$ cat config.mk
export PLATFORM = sky130hd
export DESIGN_NAME = ycr_tcm_banked
export DESIGN_NICKNAME = d
export VERILOG_FILES = /design/src/rtl/ycr_tcm_banked.sv
export SDC_FILE = /design/constraint.sdc
export NUM_CORES = 1
export LEC_CHECK = 0
export CELL_PAD_IN_SITES_DETAIL_PLACEMENT = 1
export CELL_PAD_IN_SITES_GLOBAL_PLACEMENT = 1
export CORE_AREA = 2 2 161 163
export CTS_BUF_LIST = sky130_fd_sc_hd__clkbuf_4
export CTS_CLUSTER_SIZE = 12
export DETAILED_ROUTE_END_ITERATION = 7
export DIE_AREA = 0 0 163 165
export PLACE_DENSITY = 0.75
export SYNTH_ARGS = -nofsm -noshare
export SYNTH_HDL_FRONTEND = slang
export SYNTH_SLANG_ARGS = --single-unit
export TNS_END_PERCENT = 20
$ cat constraint.sdc
create_clock -name clk -period 6.29 [get_ports clk]
set_input_delay 1.258 -clock clk [delete_from_list [all_inputs] [get_ports clk]]
set_output_delay 1.258 -clock clk [all_outputs]
set_load 0.1 [all_outputs]
$ cat src/rtl/ycr_tcm_banked.sv
// Banked tightly-coupled memory: dmem on SRAM port 0 (read/write), imem on port 1 (read-only).
// Both ports accept one request per cycle and answer exactly two cycles later.
module ycr_tcm_banked #(
  parameter int NBANK   = 2,
  parameter int BANK_AW = 9,
  parameter int TCM_AW  = 32
) (
  input  logic                       clk,
  input  logic                       rst,

  input  logic                       imem_req,
  input  logic [TCM_AW-1:0]          imem_addr,
  output logic                       imem_req_ack,
  output logic [31:0]                imem_rdata,
  output logic [1:0]                 imem_resp,

  input  logic                       dmem_req,
  input  logic                       dmem_cmd,
  input  logic [1:0]                 dmem_width,
  input  logic [TCM_AW-1:0]          dmem_addr,
  input  logic [31:0]                dmem_wdata,
  output logic                       dmem_req_ack,
  output logic [31:0]                dmem_rdata,
  output logic [1:0]                 dmem_resp,

  output logic [NBANK-1:0]           sram_clk0,
  output logic [NBANK-1:0]           sram_csb0,
  output logic [NBANK-1:0]           sram_web0,
  output logic [NBANK*BANK_AW-1:0]   sram_addr0,
  output logic [NBANK*4-1:0]         sram_wmask0,
  output logic [NBANK*32-1:0]        sram_din0,
  input  logic [NBANK*32-1:0]        sram_dout0,
  output logic [NBANK-1:0]           sram_clk1,
  output logic [NBANK-1:0]           sram_csb1,
  output logic [NBANK*BANK_AW-1:0]   sram_addr1,
  input  logic [NBANK*32-1:0]        sram_dout1
);

  localparam int BW        = $clog2(NBANK);
  localparam int RANGE_LSB = 2 + BANK_AW + BW;

  localparam logic [1:0] RESP_NOTRDY = 2'd0;
  localparam logic [1:0] RESP_OK     = 2'd1;
  localparam logic [1:0] RESP_ER     = 2'd2;

  // Request decode (cycle A)
  logic [BANK_AW-1:0] d_word;
  logic [BANK_AW-1:0] i_word;
  logic [BW-1:0]      d_bank;
  logic [BW-1:0]      i_bank;
  logic               d_in_range;
  logic               i_in_range;
  logic               d_misalign;
  logic               d_err;
  logic               i_err;
  logic               conflict;
  logic               d_access;
  logic               i_access;
  logic [3:0]         d_mask;
  logic [31:0]        d_din;

  assign d_word     = dmem_addr[2 +: BANK_AW];
  assign i_word     = imem_addr[2 +: BANK_AW];
  assign d_bank     = dmem_addr[2+BANK_AW +: BW];
  assign i_bank     = imem_addr[2+BANK_AW +: BW];
  assign d_in_range = ((dmem_addr >> RANGE_LSB) == '0);
  assign i_in_range = ((imem_addr >> RANGE_LSB) == '0);

  always_comb begin
    d_misalign = 1'b0;
    d_mask     = 4'b1111;
    d_din      = dmem_wdata;
    case (dmem_width)
      2'd0: begin
        d_mask = 4'b0001 << dmem_addr[1:0];
        d_din  = {4{dmem_wdata[7:0]}};
      end
      2'd1: begin
        d_misalign = dmem_addr[0];
        d_mask     = 4'b0011 << {dmem_addr[1], 1'b0};
        d_din      = {2{dmem_wdata[15:0]}};
      end
      2'd2: begin
        d_misalign = |dmem_addr[1:0];
      end
      default: begin
        d_misalign = 1'b1;
      end
    endcase
  end

  // Fetches are whole words, so a fetch address must be word aligned.
  assign d_err = ~d_in_range | d_misalign;
  assign i_err = ~i_in_range | (|imem_addr[1:0]);

  // A fetch of the word being written this cycle is held off one cycle so it sees the new data.
  assign conflict = dmem_req & dmem_cmd & d_in_range & i_in_range &
                    (d_bank == i_bank) & (d_word == i_word);

  assign dmem_req_ack = dmem_req;
  assign imem_req_ack = imem_req & ~conflict;

  assign d_access = dmem_req & ~d_err;
  assign i_access = imem_req_ack & ~i_err;

  // Per-bank SRAM drive and read-data unpacking
  logic [31:0] dout0_arr [NBANK];
  logic [31:0] dout1_arr [NBANK];

  generate
    for (genvar gi = 0; gi < NBANK; gi++) begin : g_bank
      localparam logic [BW-1:0] BANK_ID = BW'(gi);
      logic d_sel;
      logic i_sel;

      assign d_sel = d_access & (d_bank == BANK_ID);
      assign i_sel = i_access & (i_bank == BANK_ID);

      assign sram_clk0[gi]                     = clk;
      assign sram_csb0[gi]                     = rst | ~d_sel;
      assign sram_web0[gi]                     = rst | ~(d_sel & dmem_cmd);
      assign sram_addr0[gi*BANK_AW +: BANK_AW] = d_word;
      assign sram_wmask0[gi*4 +: 4]            = d_mask;
      assign sram_din0[gi*32 +: 32]            = d_din;

      assign sram_clk1[gi]                     = clk;
      assign sram_csb1[gi]                     = rst | ~i_sel;
      assign sram_addr1[gi*BANK_AW +: BANK_AW] = i_word;

      assign dout0_arr[gi] = sram_dout0[gi*32 +: 32];
      assign dout1_arr[gi] = sram_dout1[gi*32 +: 32];
    end
  endgenerate

  // Stage 1: request attributes travel alongside the SRAM access (captured end of A)
  logic          d_vld_q,  d_vld_d;
  logic          d_err_q,  d_err_d;
  logic          d_rd_q,   d_rd_d;
  logic [BW-1:0] d_bank_q, d_bank_d;
  logic [1:0]    d_off_q,  d_off_d;
  logic          i_vld_q,  i_vld_d;
  logic          i_err_q,  i_err_d;
  logic [BW-1:0] i_bank_q, i_bank_d;

  // Stage 2: registered responses (valid during A+2)
  logic [1:0]  dmem_resp_q,  dmem_resp_d;
  logic [31:0] dmem_rdata_q, dmem_rdata_d;
  logic [1:0]  imem_resp_q,  imem_resp_d;
  logic [31:0] imem_rdata_q, imem_rdata_d;

  always_comb begin
    d_vld_d  = dmem_req;
    d_err_d  = d_err;
    d_rd_d   = ~dmem_cmd;
    d_bank_d = d_bank;
    d_off_d  = dmem_addr[1:0];
    i_vld_d  = imem_req_ack;
    i_err_d  = i_err;
    i_bank_d = i_bank;
  end

  always_comb begin
    dmem_resp_d  = RESP_NOTRDY;
    dmem_rdata_d = '0;
    if (d_vld_q) begin
      if (d_err_q) begin
        dmem_resp_d = RESP_ER;
      end else begin
        dmem_resp_d = RESP_OK;
        if (d_rd_q) begin
          dmem_rdata_d = dout0_arr[d_bank_q] >> {d_off_q, 3'b000};
        end
      end
    end

    imem_resp_d  = RESP_NOTRDY;
    imem_rdata_d = '0;
    if (i_vld_q) begin
      if (i_err_q) begin
        imem_resp_d = RESP_ER;
      end else begin
        imem_resp_d  = RESP_OK;
        imem_rdata_d = dout1_arr[i_bank_q];
      end
    end
  end

  always_ff @(posedge clk or posedge rst) begin
    if (rst) begin
      d_vld_q      <= 1'b0;
      d_err_q      <= 1'b0;
      d_rd_q       <= 1'b0;
      d_bank_q     <= '0;
      d_off_q      <= '0;
      i_vld_q      <= 1'b0;
      i_err_q      <= 1'b0;
      i_bank_q     <= '0;
      dmem_resp_q  <= RESP_NOTRDY;
      dmem_rdata_q <= '0;
      imem_resp_q  <= RESP_NOTRDY;
      imem_rdata_q <= '0;
    end else begin
      d_vld_q      <= d_vld_d;
      d_err_q      <= d_err_d;
      d_rd_q       <= d_rd_d;
      d_bank_q     <= d_bank_d;
      d_off_q      <= d_off_d;
      i_vld_q      <= i_vld_d;
      i_err_q      <= i_err_d;
      i_bank_q     <= i_bank_d;
      dmem_resp_q  <= dmem_resp_d;
      dmem_rdata_q <= dmem_rdata_d;
      imem_resp_q  <= imem_resp_d;
      imem_rdata_q <= imem_rdata_d;
    end
  end

  assign dmem_resp  = dmem_resp_q;
  assign dmem_rdata = dmem_rdata_q;
  assign imem_resp  = imem_resp_q;
  assign imem_rdata = imem_rdata_q;

endmodule

==> out/metrics.cfg <==
[run_status]
outcome = completed

[die]
die_area_mm2 = 0.02690
die_w_um = 163
io_pins = 419
start_util_pct = 18.73
die_h_um = 165
num_rows = 58
coreArea_mm2 = 0.02504

[clocking]
clk_latency_ns = 0.53
cts_resized = 0
clkSlewWorstSetupHoldPaths_ns = 0.12
postCtsSetupRepairBufs = 0
postCtsHoldBufs = 0
cts_tree = yes

[logic_synthesis]
ys_ff_latch = 77
syn_nets = 657
synthTopCellsByArea = dfrtp_1, buf_4, mux4_2
synth_top_area_cell = dfrtp_1
yosysSeqAreaShare_pct = 41.10
synth_top_area_share_pct = 41.10
postSynthAreaPerCell_um2 = 11.01
synth_warnings = 0
synth.cell_area_mm2 = 0.004688
syn_inst = 426
yosys.cell_types.count = 32

[worst_setup_path]
timing.rr.start = d_vld_q
cp.required_ns = 5.03
crit_start = clk
rrSetupSlack_ns = 4.22
crit_fanout = 4
r2r-end = dmem_rdata[28]
critPathLaunchType = clock port
crit_type = clock port to output pin
reg2reg_depth = 4
arrival_ns = 4.37
crit_path_end_kind = output pin

[sta]
finalSetupViolations = 0
tightest_slew_ns = 1.164
hold_viol = 0
rsz0062_at_grt = no
drv_slew = 0
tns_ns = 0
fin_skew_ns = 0.02255
relSlewSlack_pct = 22.39

[final_layout]
final_layout_size_suffix_gt1_share_pct = 16.21
final_area_mm2 = 0.008688
nets = 986
layout_common_cells = clkdlybuf4s50_1, dfrtp_1, buf_4
multi_input_area_mm2 = 0.002006
nFillCells = 2802
final_common_cell = clkdlybuf4s50_1
seqCellArea_mm2 = 0.001929
area.growth.synth_to_final_pct = 85.32

[global_route]
grt_max_degree = 78
antenna_found_initial = 1
grt_util_all_layers_pct = 14.87
grt_pass1_vias = 4900
grt-ovfl-total = 0
grt_pass1_wl_um = 29590

[worst_hold_path]
hold_class = register to register
hold_depth = 1
min_to = dmem_resp[0]
holdCritStartpoint = d_err_q

[place]
hpwl_um = 17560
portBuffers = 418
placed_cell_area_mm2 = 0.008454
globalplace.congestion = 0.7616

[routing]
wl_met2_um = 11030
vias_per_cell = 4.155
drtIter0Drc = 105
routed_wl_um = 20950
drc = 0
post_drt_wl_per_cell_um = 19.20
antenna_left = 0
dr.pass1.iters = 4
wl_met1_um = 8326
top_layer_used = met4
vias = 4533
met3_length_um = 1129

[run]
maxCapViolations = 0

[power_and_ir_drop]
p_per_area_mw_per_mm2 = 224.0
ir_drop_uv = 252.7
leakagePower_nw = 3.635

-- Yosys cell counts (all sizes together) --
cell type	count
nand4	1
mux2i	48
mux2	16
nand3	3
o21bai	2
and2	10
nor3	1
clkbuf	16
nor4	13
and3	2
nor2b	1
nand2b	5
buf	93
or3	1
or4	2
a21o	2
and3b	1
xor2	10
nor2	43
nand2	20
o2111ai	1
o21ai	16
inv	5
o21a	1
a21oi	2
o211ai	1
dfrtp	77
nand3b	1
mux4	24
a22o	8
-- through the flow --
step,total power (W),worst slack (ns),hold WS [ns],util (%),cells
2_1_floorplan,0.001246,0.6041,0.4094,-,426
3_3_place_gp,0.001483,0.9474,0.4633,33.77,1070
3_5_place_dp,0.001487,0.9474,0.4715,33.77,1070
4_1_cts,0.001982,0.6381,0.4997,34.68,1089
5_1_grt,0.002026,0.6274,0.5318,34.70,1091
6_report,0.001946,0.6592,0.4837,34.70,1091
-- metal layers --
layer	global-route usage (%)	vias up
met3	3.014	27
met1	17.31	2221
li1	-	2063
met4	5.672	0
met5	0	-
met2	26.87	222
-- flip-flops by register name (all words and copies together) (netlist names), 2 cells and up --
name        count
imem_resp       2
dmem_rdata     32
imem_rdata     32
dmem_resp       2
d_off_q         2
-- power breakdown --
group	internal (W)	total (W)	leakage (nW)	switching [W]
Clock	0.000314	0.000725	0.138	0.000411
Combinational	0.000247	0.000708	2.45	0.000461
Sequential	0.000498	0.000513	1.04	0.0000153
-- layout make-up --
class / instances / area share, %
antenna: 2 / 0.05760
clock buffer: 18 / 1.671
clock inverter: 5 / 1.426
inverter: 5 / 0.2304
multi-input combinational: 235 / 23.08
sequential: 77 / 22.21
tap: 330 / 4.752
timing repair buffer: 419 / 46.57
-- worst max-delay path: stages --
cell and delay, ns:
clkbuf_4 0.12, clkbuf_4 0.14, clkdlybuf4s50_1 0.97
-- kinds of logic (layout without fill, tap and decap cells) --
logic type | Yosys count | after routing | synth area share [%]
other cells | 0 | 2 | 0
compound gates | 33 | 33 | 4.564
flops | 77 | 77 | 41.10
mux | 88 | 88 | 25.62
simple gates | 104 | 104 | 10.73
xor+xnor | 10 | 10 | 1.868
buf+inv | 114 | 447 | 16.12
-- worst max path at each step --
stage | endpoint | slack, ns
2_1_floorplan | sram_din0[56] | 0.60
3_3_place_gp | sram_clk0[0] | 0.95
3_5_place_dp | sram_clk0[0] | 0.95
4_1_cts | sram_clk0[1] | 0.64
5_1_grt | sram_clk1[0] | 0.63
6_report | sram_clk1[0] | 0.66
Power figures use the tool's default switching activity.
